<file path="config.mk">
export PLATFORM = sky130hd
export DESIGN_NAME = control_sequencer
export DESIGN_NICKNAME = d
export VERILOG_FILES = /design/src/rtl/control_sequencer.sv
export SDC_FILE = /design/constraint.sdc
export NUM_CORES = 1
export LEC_CHECK = 0
export ABC_AREA = 1
export CORE_MARGIN = 2
export CORE_UTILIZATION = 35
export DETAILED_ROUTE_END_ITERATION = 12
export HOLD_SLACK_MARGIN = 0.12
export PLACE_DENSITY = 0.68
export SLEW_MARGIN = 20
export SYNTH_ARGS = -nofsm -noshare
export SYNTH_HDL_FRONTEND = slang
export SYNTH_SLANG_ARGS = --single-unit
</file>
<file path="constraint.sdc">
create_clock -name clk -period 1.6 [get_ports clk]
set_input_delay 0.16 -clock clk [delete_from_list [all_inputs] [get_ports clk]]
set_output_delay 0.16 -clock clk [all_outputs]
set_load 0.02 [all_outputs]
</file>
<file path="src/rtl/control_sequencer.sv">
// Hardwired control unit for the single-bus RISC datapath: a Moore FSM that walks
// fetch (T0-T2) and execute (T3-T7) steps and decodes every datapath strobe from the state.
module control_sequencer #(
   parameter logic [2:0] MEM_WAIT = 3'd0
) (
   input  logic        clk,
   input  logic        clr,
   input  logic [31:0] IR,
   input  logic        ConOtp,
   input  logic        stop,
   output logic        PCout,
   output logic        Zlowout,
   output logic        MDRout,
   output logic        BAout,
   output logic        Cout,
   output logic        Rout,
   output logic        MARin,
   output logic        Zin,
   output logic        PCin,
   output logic        MDRin,
   output logic        IRin,
   output logic        Yin,
   output logic        Rin,
   output logic        CONin,
   output logic        OutportIn,
   output logic        Gra,
   output logic        Grb,
   output logic        Grc,
   output logic        Read,
   output logic        Write,
   output logic [4:0]  ALU_Control,
   output logic        run
);

   typedef enum logic [3:0] {
      S_RESET, S_T0, S_T1, S_T2, S_T3, S_T4, S_T5, S_T6, S_T7, S_PAUSE, S_HALT
   } state_t;

   localparam logic [4:0] OP_LD   = 5'd0;
   localparam logic [4:0] OP_LDI  = 5'd1;
   localparam logic [4:0] OP_ST   = 5'd2;
   localparam logic [4:0] OP_ADD  = 5'd3;
   localparam logic [4:0] OP_SUB  = 5'd4;
   localparam logic [4:0] OP_AND  = 5'd5;
   localparam logic [4:0] OP_OR   = 5'd6;
   localparam logic [4:0] OP_ADDI = 5'd12;
   localparam logic [4:0] OP_BR   = 5'd19;
   localparam logic [4:0] OP_JR   = 5'd20;
   localparam logic [4:0] OP_OUT  = 5'd23;
   localparam logic [4:0] OP_HALT = 5'd27;

   localparam logic [4:0] ALU_ADD = 5'd2;
   localparam logic [4:0] ALU_SUB = 5'd3;
   localparam logic [4:0] ALU_AND = 5'd4;
   localparam logic [4:0] ALU_OR  = 5'd5;
   localparam logic [4:0] ALU_INC = 5'd12;

   state_t     state;
   logic [4:0] op;
   logic [2:0] wait_cnt;
   logic       is_arith;
   logic       is_imm;
   logic       is_mem;
   logic       unused_ir;

   assign unused_ir = ^IR[26:0];
   assign is_arith  = (op == OP_ADD) || (op == OP_SUB) || (op == OP_AND) || (op == OP_OR);
   assign is_imm    = (op == OP_ADDI) || (op == OP_LDI);
   assign is_mem    = (op == OP_LD) || (op == OP_ST);

   // State, latched opcode and memory-wait counter. Every return to T0 is an
   // instruction boundary, where a pending stop diverts to PAUSE instead.
   always_ff @(posedge clk or negedge clr) begin
      if (!clr) begin
         state    <= S_RESET;
         op       <= 5'd0;
         wait_cnt <= 3'd0;
      end else begin
         case (state)
            S_RESET: state <= stop ? S_PAUSE : S_T0;
            S_PAUSE: if (!stop) state <= S_T0;
            S_T0: begin
               state    <= S_T1;
               wait_cnt <= MEM_WAIT;
            end
            S_T1: begin
               if (wait_cnt == 3'd0) state <= S_T2;
               else                  wait_cnt <= wait_cnt - 3'd1;
            end
            S_T2: begin
               op <= IR[31:27];
               case (IR[31:27])
                  OP_HALT: state <= S_HALT;
                  OP_LD, OP_LDI, OP_ST, OP_ADD, OP_SUB, OP_AND, OP_OR,
                  OP_ADDI, OP_BR, OP_JR, OP_OUT: state <= S_T3;
                  default: state <= stop ? S_PAUSE : S_T0;
               endcase
            end
            S_T3: begin
               if (op == OP_JR || op == OP_OUT) state <= stop ? S_PAUSE : S_T0;
               else                             state <= S_T4;
            end
            S_T4: state <= S_T5;
            S_T5: begin
               if (is_mem || op == OP_BR) begin
                  state    <= S_T6;
                  wait_cnt <= MEM_WAIT;
               end else begin
                  state <= stop ? S_PAUSE : S_T0;
               end
            end
            S_T6: begin
               if (op == OP_LD) begin
                  if (wait_cnt == 3'd0) state <= S_T7;
                  else                  wait_cnt <= wait_cnt - 3'd1;
               end else if (op == OP_ST) begin
                  state    <= S_T7;
                  wait_cnt <= MEM_WAIT;
               end else begin
                  state <= stop ? S_PAUSE : S_T0;
               end
            end
            S_T7: begin
               if (op == OP_ST && wait_cnt != 3'd0) wait_cnt <= wait_cnt - 3'd1;
               else                                 state    <= stop ? S_PAUSE : S_T0;
            end
            S_HALT:  state <= S_HALT;
            default: state <= S_RESET;
         endcase
      end
   end

   // Strobe decode from the present state; the PC update in fetch happens only
   // on the first T1 cycle, recognised by the counter still holding MEM_WAIT.
   always_comb begin
      {PCout, Zlowout, MDRout, BAout, Cout, Rout} = 6'b0;
      {MARin, Zin, PCin, MDRin, IRin, Yin, Rin, CONin, OutportIn} = 9'b0;
      {Gra, Grb, Grc, Read, Write} = 5'b0;
      ALU_Control = 5'd0;
      run = 1'b0;
      case (state)
         S_T0: begin
            run = 1'b1; PCout = 1'b1; MARin = 1'b1; Zin = 1'b1; ALU_Control = ALU_INC;
         end
         S_T1: begin
            run = 1'b1; Read = 1'b1; MDRin = 1'b1;
            if (wait_cnt == MEM_WAIT) begin
               Zlowout = 1'b1; PCin = 1'b1;
            end
         end
         S_T2: begin
            run = 1'b1; MDRout = 1'b1; IRin = 1'b1;
         end
         S_T3: begin
            run = 1'b1;
            if (is_arith) begin
               Grb = 1'b1; Rout = 1'b1; Yin = 1'b1;
            end else if (is_imm || is_mem) begin
               Grb = 1'b1; BAout = 1'b1; Yin = 1'b1;
            end else if (op == OP_BR) begin
               Gra = 1'b1; Rout = 1'b1; CONin = 1'b1;
            end else if (op == OP_JR) begin
               Gra = 1'b1; Rout = 1'b1; PCin = 1'b1;
            end else if (op == OP_OUT) begin
               Gra = 1'b1; Rout = 1'b1; OutportIn = 1'b1;
            end
         end
         S_T4: begin
            run = 1'b1;
            if (is_arith) begin
               Grc = 1'b1; Rout = 1'b1; Zin = 1'b1;
               case (op)
                  OP_SUB:  ALU_Control = ALU_SUB;
                  OP_AND:  ALU_Control = ALU_AND;
                  OP_OR:   ALU_Control = ALU_OR;
                  default: ALU_Control = ALU_ADD;
               endcase
            end else if (is_imm || is_mem) begin
               Cout = 1'b1; Zin = 1'b1; ALU_Control = ALU_ADD;
            end else if (op == OP_BR) begin
               PCout = 1'b1; Yin = 1'b1;
            end
         end
         S_T5: begin
            run = 1'b1;
            if (is_arith || is_imm) begin
               Zlowout = 1'b1; Gra = 1'b1; Rin = 1'b1;
            end else if (is_mem) begin
               Zlowout = 1'b1; MARin = 1'b1;
            end else if (op == OP_BR) begin
               Cout = 1'b1; Zin = 1'b1; ALU_Control = ALU_ADD;
            end
         end
         S_T6: begin
            run = 1'b1;
            if (op == OP_LD) begin
               Read = 1'b1; MDRin = 1'b1;
            end else if (op == OP_ST) begin
               Gra = 1'b1; Rout = 1'b1; MDRin = 1'b1;
            end else if (op == OP_BR && ConOtp) begin
               Zlowout = 1'b1; PCin = 1'b1;
            end
         end
         S_T7: begin
            run = 1'b1;
            if (op == OP_LD) begin
               MDRout = 1'b1; Gra = 1'b1; Rin = 1'b1;
            end else if (op == OP_ST) begin
               Write = 1'b1;
            end
         end
         default: ;
      endcase
   end

endmodule

</file>
== Word-level counts from Yosys, hierarchy flattened ==
Index checks and enable logic that the tools add are counted.
Cells by class
  mux-type cells: 80
  equality and inequality tests: 38
  add/subtract/negate cells: 1
  reduce and logical (&&, ||, !) cells: 21
Operator list (count)
  4-bit case mux with 11 select lines: 1
  1-bit 2-to-1 mux: 43
  4-bit 2-to-1 mux: 9
  5-bit == test, second input constant: 7
  5-bit by 3-bit == test with 1-bit output, second input constant: 6
  5-bit by 2-bit == test with 1-bit output, second input constant: 4
  4-bit by 3-bit == test with 1-bit output, second input constant: 4
  1-bit case mux with 2 select lines: 8
  3-bit 2-to-1 mux: 5
  3-bit case mux with 5 select lines: 1
  5-bit case mux with 3 select lines: 1
  4-bit == test, second input constant: 3
  1-bit case mux with 3 select lines: 4
  11-bit OR reduction: 1
  5-bit by 1-bit == test with 1-bit output, second input constant: 2
  5-bit by 4-bit == test with 1-bit output, second input constant: 2
  5-bit zero test: 2
  2-bit != test, second input constant: 5
  1-bit logical OR: 9
  3-bit case mux with 3 select lines: 1
  4-bit by 2-bit == test with 1-bit output, second input constant: 2
  2-bit 2-to-1 mux: 4
  4-bit case mux with 2 select lines: 1
  4-bit AND reduction: 2
  11 further kinds: 13
Word-level totals
  output and inout bits: 26
  bits of input ports: 36
  flip-flop bits (word level): 12
  logic and storage cells: 143

== Longest topological paths before layout ==
Gate-level depths: netlist of the first run.
  word-level depth: 7
  depth in mapped cells: 10
  gate-level depth less buffers: 10

== Worst setup path before layout of the first run ==
OpenSTA, ideal clock, no wires.
  path kind: reg-to-output
  start point: register op[3]
  end point: output ALU_Control[0]
  setup slack: -138 ps
  data arrival time: 1578 ps
  required time: 1440 ps
  stages on the path, launching flop included: 8
  buffers on the path: 0
  path through: dfrtp_1 > inv_1 > nand2_1 > nor2_1 > inv_1 > o21ai_2 > nand2_1 > nor4_1
Between the ends
  word-level cells in the longest chain between the ends: 7
  elaborated cells on any way between the ends: 19
  classes of those cells: eq/ne: 7; mux: 5; reduce/logical: 7
RTL lines
  start: declaration: line 59  | logic [4:0] op;
  start signal: assignment: line 91  | op <= IR[31:27];
  5-bit by 2-bit == test with 1-bit output / 5-bit by 3-bit == test with 1-bit output (equally long branches): line 67, 172
  1-bit logical OR (3 in series): line 67  | assign is_arith = (op == OP_ADD) || (op == OP_SUB) || (op == OP_AND) || (op == OP_OR);
  1-bit logical OR: line 186  | if (is_arith || is_imm) begin
  2-bit 2-to-1 mux: line 186
  5-bit case mux with 3 select lines (*): line 141  | case (state)
  end: declaration: line 31  | output logic [4:0] ALU_Control,
Mark *: on every way between the ends. The rest lies on a longest branch, timed or not.

== Worst setup path in the final report of the first run ==
  start point: register op[3]
  end point: output Rin
Between the ends
  word-level cells in the longest chain between the ends: 7
  elaborated cells on any way between the ends: 15
  classes of those cells: eq/ne: 6; mux: 3; reduce/logical: 6
RTL lines
  5-bit by 2-bit == test with 1-bit output / 5-bit by 3-bit == test with 1-bit output (equally long branches): line 67
  1-bit logical OR (3 in series): line 67
  1-bit logical OR: line 186
  1-bit 2-to-1 mux: line 186
  1-bit case mux with 2 select lines (*): line 141
  end: declaration: line 23  | output logic Rin,
Marked as above.

==> results.sh, run 1 <==
export IMPL_crit_path_max_fanout=4
export IMPL_syn_area_per_cell_um2=5.73
export IMPL_timing_clock_skew_ns=0.00442
export IMPL_route_detailed_vias_per_inst=4.91
export IMPL_ys_async_sr_fraction=1.00
export IMPL_start_util=0.363
export IMPL_dp_cells=358
export IMPL_timing_critical_path_to="Rin"
export IMPL_r2r_worst_path_cells=11
export IMPL_antenna_found_initial=0
export IMPL_finalNonFillerCells=379
export IMPL_syn_area_um2=1320
export IMPL_synth_distinct_cells=30
export IMPL_grt_util_all_layers=0.227
export IMPL_synth_largest_area_cell="dfrtp_1"
export IMPL_portion_of_synthesized_cell_area_occupied_by_the_leading_cell_type=0.228
export IMPL_cts_buffers=3
export IMPL_report_final_slew_viol_count=0
export IMPL_via_count=1860
export IMPL_post_route_min_period_ns=1.82
export IMPL_nNetsFinal=370
export IMPL_cp_end_kind="primary output"
export IMPL_ys_warnings_count=0
export IMPL_place_congestion=0.906
export IMPL_buffer_ports_inserted=33
export IMPL_outcome="finished with violations"
export IMPL_maxCapViolCount=0
export IMPL_syn_nets=268
export IMPL_worstSetupStartpointType="flip-flop"
export IMPL_floorplan_die_width_um=65.4
export IMPL_worst_r2r_startpoint="op[0]$_DFFE_PN0P_"
export IMPL_dp_hpwl_mm=3.39
export IMPL_grt_pass1_vias=1670
export IMPL_detail_route_first_pass_iterations=4
export IMPL_finalHoldViolCount=0
export IMPL_num_antenna_cells=0
export IMPL_synth_area_top_cells="dfrtp_1 (23%), nand2_1 (19%), inv_1 (12%), nand3_1 (8.7%), nor2_1 (7.4%)"
export IMPL_setup_worst_path_start="op[3]$_DFFE_PN0P_"
export IMPL_worst_ep_required_time_ns=1.44
export IMPL_hp_class="input port to asynchronous set/reset pin"
export IMPL_max_vdd_ir_drop_v=0.00104
export IMPL_r2r_end="state[0]$_DFFE_PN0P_"
export IMPL_violations="setup timing"
export IMPL_cts_reportedPaths_clkPinSlew_ns=0.06
export IMPL_detail_route_iter0_violations=76
export IMPL_drt_wl_total_mm=5.18
export IMPL_worst_margin_slew_ns=0.584
export IMPL_htree_levels=1
export IMPL_cts_root_buffer="clkbuf_8"
export IMPL_leakage_power_nw=1.37
export IMPL_cts_hold_buf=0
export IMPL_fraction_of_the_yosys_area_taken_by_sequential_cells=0.228
export IMPL_cts_num_sinks=12
export IMPL_achievable_frequency_ghz=0.550
export IMPL_routed_wire_length_per_instance_um=13.7
export IMPL_ioPinCount=62
export IMPL_grt_max_degree=13
export IMPL_synth_ff_type="dfrtp_1"
export IMPL_rows=22
export IMPL_setup_viol=23
export IMPL_die_area_um2=4280
export IMPL_setup_reg_to_reg_worst_slack_ns=-0.06
export IMPL_final_hold_worst_slack_ns=0.281
export IMPL_post_route_period_util=1.14
export IMPL_rsz0062_at_grt="yes"
export IMPL_ctsLongestPathBuffers=2
export IMPL_drt_drc_violations_left=0
export IMPL_area_growth_syn_to_layout_pct=100
export IMPL_ant_nets=0
export IMPL_die_y_extent_um=65.4
export IMPL_yosys_top_cells_count="nand2_1 (66), inv_1 (41), nor2_1 (26), nand3_1 (23), o21ai_0 (17)"
export IMPL_worst_ep_arrival_time_ns=1.66
export IMPL_timing_slew_headroom=0.609
export IMPL_count_of_flip_flops_with_a_built_in_enable_after_synthesis=0
export IMPL_globalRoute_totalOverflow=0
export IMPL_wire_length_of_the_first_global_routing_pass_mm=7.48
export IMPL_post_route_cells_drive_above_1_share=0.595
export IMPL_fin_ws_ns=-0.218
export IMPL_placeableCoreArea_um2=3630
export IMPL_worstSkewPairLatency_ns=0.25
export IMPL_post_synth_inst_count=230
export IMPL_post_synth_top_count_cell="nand2_1"
export IMPL_power_density_nw_per_um2=1930
export IMPL_path_class="flip-flop to primary output"
export IMPL_cts_tree="built"
export IMPL_synth_seq_cells=12
## what timing repair did
item                       4_1_cts  5_1_grt
pin swaps                        8       20
resized for setup              172       92
setup endpoints to repair       31       32
buffers inserted                 5       13
## placed cells by master, fill, tap and decap left out, types with 2 or more instances in the layout
cell and n:
a21oi_1 4, o21ai_1 4, o21ai_0 11, nor2_2 11
dfrtp_1 6, a21oi_2 2, clkdlybuf4s50_1 8, inv_1 24
dfrtp_2 6, nand2_4 9, nor2_4 13, clkbuf_8 4
o21ai_2 5, inv_4 2, nand3_2 6, inv_2 17
nand3_4 2, nor2_1 9, nand2_2 18, nand2_1 44
buf_6 30, nand3_1 17, buf_4 58
## logic make-up after synthesis
kind of cell	count (synthesis)	synth area share
buffers and inverters	47	0.139
xor gates and xnor gates	2	0.0133
other	1	0.00284
DFF	12	0.228
AOI/OAI and AO/OA	31	0.134
adders and majority gates	2	0.0190
and+or+nand+nor	135	0.464
## metal layers
| metal | routed length, um | vias up | track usage |
|---|---|---|---|
| met4 | 144 | 0 | 0.115 |
| met1 | 2160 | 862 | 0.299 |
| met2 | 2610 | 64 | 0.370 |
| li1 | - | 922 | - |
| met3 | 266 | 12 | 0.0205 |
| met5 | 0 | - | 0 |
## worst max-delay path, stage by stage, from the launching register on
cell,delay (ns)
dfrtp_2,0.45
inv_2,0.09
nand2_1,0.06
nor2_2,0.16
buf_4,0.14
nand2_2,0.07
nor2_2,0.10
inv_1,0.09
nand2_1,0.11
buf_6,0.13
## through the flow
stage               power [mW]  TNS [ns]  utilization  instance area (um^2)  setup WS (ns)
finish                    5.08     -2.68        0.726                  2640         -0.218
global route              5.40     -4.42        0.726                  2640         -0.273
CTS                       4.14     -1.65        0.619                  2250         -0.214
detailed placement        3.47     -7.67        0.572                  2080         -0.444
global placement          3.43     -7.33        0.572                  2080         -0.418
floorplan                 2.08         0            -                  1330         0.0456
## flip-flops by register name, summed over array words and instances (netlist names)
| name | flops |
|---|---|
| wait_cnt | 3 |
| op | 5 |
| state | 4 |
## power breakdown
group / internal (mW) / switching, mW
logic: 1.90 / 2.16
clock network: 0.218 / 0.124
registers: 0.453 / 0.224
total: 2.57 / 2.51
## layout make-up
cell class              instances  area, um^2
clock buffers                   4        55.1
fillers                       290         995
inverters                      44         175
multi-input cells             171        1150
well taps                      48        60.1
flip-flops and latches         12         308
repair buffers                100         895
## how the worst min path moves through the flow
stage | from | end | slack, ns | cells after the start
2_1_floorplan | clr | op[0]$_DFFE_PN0P_ | -0.14 | 0
3_3_place_gp | wait_cnt[0]$_DFFE_PN0P_ | wait_cnt[0]$_DFFE_PN0P_ | 0.47 | 2
3_5_place_dp | wait_cnt[0]$_DFFE_PN0P_ | wait_cnt[0]$_DFFE_PN0P_ | 0.47 | 2
4_1_cts | clr | wait_cnt[2]$_DFFE_PN0P_ | 0.30 | 1
5_1_grt | clr | wait_cnt[2]$_DFFE_PN0P_ | 0.33 | 1
6_report | clr | wait_cnt[2]$_DFFE_PN0P_ | 0.28 | 1
(Power assumes the default switching activity.)
==> run 2, diff against run 1 <==
ABC_CLOCK_PERIOD_IN_PS = 1600   (was not set)
==> results of run 2 <==
Same layout as run 1: the final DEF is identical, and so are final timing and power.
